**config.mk**
```make
export PLATFORM = sky130hd
export DESIGN_NAME = clock_time_keeper
export DESIGN_NICKNAME = d
export VERILOG_FILES = /design/src/rtl/clock_time_keeper.sv
export SDC_FILE = /design/constraint.sdc
export NUM_CORES = 1
export LEC_CHECK = 0
export BUFFER_PORTS_ARGS = -buffer_cell sky130_fd_sc_hd__clkbuf_2
export CORE_MARGIN = 2
export CORE_UTILIZATION = 64
export DETAILED_ROUTE_END_ITERATION = 7
export HOLD_SLACK_MARGIN = 0.06
export PLACE_DENSITY = 0.94
export SLEW_MARGIN = 25
export SYNTH_ARGS = -nofsm -noshare
export SYNTH_HDL_FRONTEND = slang
export SYNTH_SLANG_ARGS = --single-unit
```
**constraint.sdc**
```tcl
create_clock -name mclk -period 11.7 [get_ports mclk]
set_clock_uncertainty 0.2 [all_clocks]
set_input_delay 0.585 -clock mclk [delete_from_list [all_inputs] [get_ports mclk]]
set_output_delay 0.585 -clock mclk [all_outputs]
set_load 0.02 [all_outputs]
```
**src/rtl/clock_time_keeper.sv**
```systemverilog
`default_nettype none
// ============================================================================
// Module   : clock_time_keeper
// Brief    : 1 Hz BCD time/date keeper with per-mode digit edits. Defining
//            ALARM_EN builds the alarm registers, arming and ring logic.
// Revision : 1.0 - initial release
// ============================================================================
module clock_time_keeper #(
    parameter int MFREQ_KHZ = 1
) (
    input  logic       mclk,
    input  logic       rst,
    input  logic [1:0] clk_mode,
    input  logic [1:0] vButton,
    output logic [7:0] hour,
    output logic [7:0] minute,
    output logic [7:0] second,
    output logic [7:0] day,
    output logic [7:0] month,
    output logic [7:0] alarm_hour,
    output logic [7:0] alarm_minute,
    output logic       alarm_ring,
    output logic       sec_tick
);

    localparam logic [1:0]  c_MODE_TIME = 2'd1;
    localparam logic [1:0]  c_MODE_DATE = 2'd3;
    localparam logic [31:0] c_TERMINAL  = 32'(MFREQ_KHZ * 1000 - 1);

    function automatic logic [7:0] bcdInc(input logic [7:0] v);
        return (v[3:0] == 4'd9) ? {v[7:4] + 4'd1, 4'd0} : v + 8'd1;
    endfunction

    function automatic logic [7:0] bcdWrapInc(input logic [7:0] v,
                                              input logic [7:0] top,
                                              input logic [7:0] bottom);
        return (v >= top) ? bottom : bcdInc(v);
    endfunction

    function automatic logic [7:0] monthLen(input logic [7:0] m);
        case (m)
            8'h02:                      return 8'h28;
            8'h04, 8'h06, 8'h09, 8'h11: return 8'h30;
            default:                    return 8'h31;
        endcase
    endfunction

    logic [31:0] r_presc;
    logic        w_tick;
    logic        w_midnight;
    logic [7:0]  w_sec;
    logic [7:0]  w_min;
    logic [7:0]  w_hour;
    logic [7:0]  w_day;
    logic [7:0]  w_mon;

    always_comb begin
        w_tick     = (clk_mode != c_MODE_TIME) && (r_presc == c_TERMINAL);
        w_midnight = 1'b0;
        w_sec      = second;
        w_min      = minute;
        w_hour     = hour;
        w_day      = day;
        w_mon      = month;
        if (clk_mode == c_MODE_TIME) begin
            w_sec = 8'h00;
            if (vButton[0]) w_min  = bcdWrapInc(minute, 8'h59, 8'h00);
            if (vButton[1]) w_hour = bcdWrapInc(hour,   8'h23, 8'h00);
        end else begin
            if (clk_mode == c_MODE_DATE) begin
                // Day edit wraps on the current month; a month edit then clamps it.
                if (vButton[0]) w_day = bcdWrapInc(day, monthLen(month), 8'h01);
                if (vButton[1]) begin
                    w_mon = bcdWrapInc(month, 8'h12, 8'h01);
                    if (w_day > monthLen(w_mon)) w_day = monthLen(w_mon);
                end
            end
            if (w_tick) begin
                w_sec = bcdWrapInc(second, 8'h59, 8'h00);
                if (second == 8'h59) begin
                    w_min = bcdWrapInc(minute, 8'h59, 8'h00);
                    if (minute == 8'h59) begin
                        w_hour     = bcdWrapInc(hour, 8'h23, 8'h00);
                        w_midnight = (hour == 8'h23);
                    end
                end
            end
            // Midnight carry lands on top of any date edit from this same edge.
            if (w_midnight) begin
                w_day = bcdWrapInc(w_day, monthLen(w_mon), 8'h01);
                if (w_day == 8'h01) w_mon = bcdWrapInc(w_mon, 8'h12, 8'h01);
            end
        end
    end

    always_ff @(posedge mclk or posedge rst) begin
        if (rst) begin
            r_presc  <= '0;
            sec_tick <= 1'b0;
            hour     <= 8'h00;
            minute   <= 8'h00;
            second   <= 8'h00;
            day      <= 8'h01;
            month    <= 8'h01;
        end else begin
            r_presc  <= (clk_mode == c_MODE_TIME || w_tick) ? '0 : r_presc + 32'd1;
            sec_tick <= w_tick;
            hour     <= w_hour;
            minute   <= w_min;
            second   <= w_sec;
            day      <= w_day;
            month    <= w_mon;
        end
    end

`ifdef ALARM_EN
    localparam logic [1:0] c_MODE_RUN   = 2'd0;
    localparam logic [1:0] c_MODE_ALARM = 2'd2;

    logic [1:0] r_prevMode;
    logic       r_armed;
    logic       w_minInc;
    logic       w_ringSet;

    assign w_minInc  = w_tick && (second == 8'h59);
    assign w_ringSet = (clk_mode == c_MODE_RUN) && r_armed && w_minInc &&
                       (w_min == alarm_minute) && (w_hour == alarm_hour);

    always_ff @(posedge mclk or posedge rst) begin
        if (rst) begin
            r_prevMode   <= c_MODE_RUN;
            r_armed      <= 1'b0;
            alarm_hour   <= 8'h00;
            alarm_minute <= 8'h00;
            alarm_ring   <= 1'b0;
        end else begin
            r_prevMode <= clk_mode;
            if (r_prevMode == c_MODE_ALARM && clk_mode == c_MODE_RUN) r_armed <= 1'b1;
            if (clk_mode == c_MODE_ALARM) begin
                if (vButton[0]) alarm_minute <= bcdWrapInc(alarm_minute, 8'h59, 8'h00);
                if (vButton[1]) alarm_hour   <= bcdWrapInc(alarm_hour,   8'h23, 8'h00);
            end
            // A press or mode change silences the ring even on the matching tick.
            if (vButton != 2'b00 || clk_mode != r_prevMode) alarm_ring <= 1'b0;
            else if (w_ringSet)                               alarm_ring <= 1'b1;
            else if (w_minInc)                                alarm_ring <= 1'b0;
        end
    end
`else
    assign alarm_hour   = 8'h00;
    assign alarm_minute = 8'h00;
    assign alarm_ring   = 1'b0;
`endif

endmodule
`default_nettype wire

```
==> results.json <==
{
  "peakVddDrop_v": 0.0001215,
  "clkTransAtPathRegs_ps": 80,
  "n_fill_cell": 660,
  "highest_layer": "met4",
  "cts_root_buffer": "clkbuf_8",
  "clk_path_buf_depth": 2,
  "cp_slowest_cell": "o21ai_1",
  "reg2reg_slack_ps": 5390,
  "worstSetupPathType": "register to register",
  "avgSynthCellArea_um2": 8.034,
  "critPathLaunchType": "register",
  "synth_ff_type": "dfrtp_1",
  "diodes": 0,
  "synth_edf_count": 0,
  "max-slew-margin-rel_pct": 40.06,
  "rsz0062_at_grt": "false",
  "drt-met1-wl_um": 5649,
  "synthDistinctLibCells": 81,
  "path_depth": 25,
  "die_h_um": 97.74,
  "clock_latency_ps": 360,
  "max_freq_ghz": 0.1585,
  "grt_overflow": 0,
  "portBuffers": 46,
  "power_density_nw_per_um2": 188.0,
  "start_util_pct": 65.13,
  "drt-wirelength-per-cell_um": 15.73,
  "tritoncts": "done",
  "postCtsSetupBuffers": 0,
  "met3WireLength_um": 804,
  "fin_tns_setup_ps": 0,
  "wirelength_um": 13260,
  "drt-initial-drc-count": 299,
  "fin_crit_ps": 6308,
  "drc": 0,
  "row_count": 34,
  "ff2ff_path_depth": 25,
  "synth_seq_cells": 73,
  "ant_nets": 0,
  "cp_max_fo": 12,
  "finalNetCount": 766,
  "min_path_type": "input port to asynchronous set/reset pin",
  "grt.total_usage_pct": 28.18,
  "finalCritPeriodShare_pct": 53.91,
  "io-pin-count": 64,
  "met2_length_um": 6448,
  "rr_endpoint": "month[4]$_DFFE_PP0N_",
  "layout-drive-gt1-share_pct": 12.65,
  "cts.hold.buffers_added": 0,
  "crit_top_cell": "ha_1",
  "grt_pass1_wl_um": 22600,
  "cp_num_buf_inv": 2,
  "drv_cap": 0,
  "die_width_um": 97.74,
  "r2r-start": "month[4]$_DFFE_PP0N_",
  "finalHoldViolCount": 0,
  "synthCells": 700,
  "vias": 5324,
  "vias_per_cell": 6.316,
  "status": "complete, no violations",
  "synthesis.area_um2": 5624,
  "report.final.slew_viol_count": 0,
  "end_kind": "register",
  "numCtsBuffers": 9,
  "worst_ep_required_time_ps": 11750,
  "crit_family": "compound AO/OA/AOI/OAI gates",
  "grt_max_degree": 74,
  "worstMarginPinSlew_ps": 899.0,
  "ys_seq_area_share_pct": 32.53,
  "grt_antenna_before_repair": 0,
  "arrival_ps": 6360,
  "crit_path_start": "month[4]$_DFFE_PP0N_",
  "core-area_um2": 8636,
  "cts_resized": 0,
  "dpl.hpwl_um": 9460,
  "ys.warnings.count": 0,
  "grt_pass1_vias": 4978,
  "area_delta_synth_final_pct": 7.030,
  "cpPeakStageDelay_ps": 640,
  "die-area_um2": 9553,
  "ys_async_sr_fraction_pct": 100.0,
  "total_power_w": 0.001131,
  "finalWorstSetupSlack_ps": 5392,
  "post-place-ws_ps": 5498,
  "leakagePower_nw": 2.720,
  "final-setup-viol-count": 0,
  "h-tree-depth": 3,
  "fin_util_pct": 69.70,
  "crit_path_end": "month[4]$_DFFE_PP0N_",
  "gp_congestion": 0.9851,
  "clkSinkCount": 73,
  "first_pass_iters": 6
}
-- stage by stage --
step / hold slack (ps) / instances / instance area, um2
after CTS: 308.2 / 843 / 6016
final: 164.2 / 843 / 6020
after global routing: 241.3 / 843 / 6020
after global placement: 274.3 / 827 / 5812
after floorplan: 255.2 / 716 / 5684
after detailed placement: 306.2 / 827 / 5812
-- cell usage after synthesis, types with 15 or more instances --
cell       n  area share, %
clkbuf_1  17            1.1
buf_4     17            2.3
ha_1      30            6.7
nand3_1   27            2.4
a21oi_1   32            2.8
dfrtp_1   71             32
nand2_1   93            6.2
nor3_1    15            1.3
xor2_1    19            3.0
nor2_1    71            4.7
o21ai_0   53            4.7
inv_1     37            2.5
-- cell type report --
class | instances | area [um2] | area share (%)
multi-input combinational | 559 | 3458 | 57.45
sequential | 73 | 1829 | 30.39
timing repair buffer | 47 | 241.5 | 4.012
inverter | 40 | 151.4 | 2.515
clock buffer | 10 | 137.6 | 2.286
tap | 108 | 135.1 | 2.245
clock inverter | 6 | 66.31 | 1.102
-- worst min-delay path by stage --
| stage | start | end | slack, ps | cells past startpoint |
|---|---|---|---|---|
| 2_1_floorplan | r_presc[0]$_DFF_PP0_ | r_presc[0]$_DFF_PP0_ | 260 | 1 |
| 3_3_place_gp | r_presc[0]$_DFF_PP0_ | r_presc[0]$_DFF_PP0_ | 270 | 1 |
| 3_5_place_dp | r_presc[0]$_DFF_PP0_ | r_presc[0]$_DFF_PP0_ | 310 | 1 |
| 4_1_cts | rst | month[3]$_DFFE_PP0N_ | 310 | 3 |
| 5_1_grt | rst | hour[5]$_DFFE_PP0P_ | 240 | 3 |
| 6_report | rst | hour[5]$_DFFE_PP0P_ | 160 | 3 |
-- state kept, by name (all words and copies together), names as in the netlist --
register and cells:
minute 8, month 8, hour 8, r_presc 32, sec_tick 1, second 8
day 8
-- per-layer routing --
metal  up-vias  global-route usage [%]
li1       2522                       -
met1      2544                   36.71
met2       222                   46.79
met3        36                   5.225
met4         0                   11.32
met5         -                       0
-- layout by cell type (no fill, tap or decap), types with 7 or more instances in the layout --
| cell type | synthesis | final |
|---|---|---|
| conb_1 | 1 | 17 |
| xor2_1 | 19 | 19 |
| nand2_1 | 93 | 93 |
| and3_1 | 11 | 11 |
| nand3_1 | 27 | 27 |
| dfrtp_1 | 71 | 71 |
| nor3_1 | 15 | 15 |
| o22ai_1 | 9 | 9 |
| nor2_1 | 71 | 71 |
| a21oi_1 | 32 | 32 |
| nand2b_1 | 13 | 13 |
| clkbuf_8 | 0 | 10 |
| ha_1 | 30 | 30 |
| nand4_1 | 11 | 11 |
| and2_1 | 7 | 7 |
| a21o_1 | 7 | 7 |
| or3_1 | 13 | 13 |
| o21ai_0 | 53 | 53 |
| o31ai_1 | 10 | 10 |
| inv_1 | 37 | 36 |
| xnor2_1 | 9 | 9 |
| clkbuf_2 | 1 | 46 |
-- report_power, final --
| part | leakage (nW) | total, W | switching, W | internal (W) |
|---|---|---|---|---|
| sequential | 0.967 | 0.000384 | 0.0000922 | 0.000292 |
| clock | 0.0949 | 0.000207 | 0.000102 | 0.000105 |
| combinational | 1.66 | 0.000540 | 0.000341 | 0.000199 |
-- kinds of logic after synthesis --
logic type / after synthesis / share of synthesized area [%]
xor+xnor: 28 / 4.360
flops: 73 / 32.52
simple gates: 299 / 26.12
buf+inv: 84 / 7.052
fa+ha+maj: 30 / 6.674
compound gates: 176 / 21.34
other cells: 1 / 0.06668
mux: 9 / 1.869
-- worst register-to-register path, delay by kind of cell (launching register included) --
| kind | cells | cell delay, ps |
|---|---|---|
| multiplexers | 2 | 500 |
| AO/OA/AOI/OAI | 9 | 2430 |
| buffers and inverters | 2 | 200 |
| adder cells (fa/ha/maj) | 4 | 1030 |
| AND/OR/NAND/NOR | 8 | 1380 |
| flip-flops | 1 | 470 |
(Power assumes the default switching activity.)
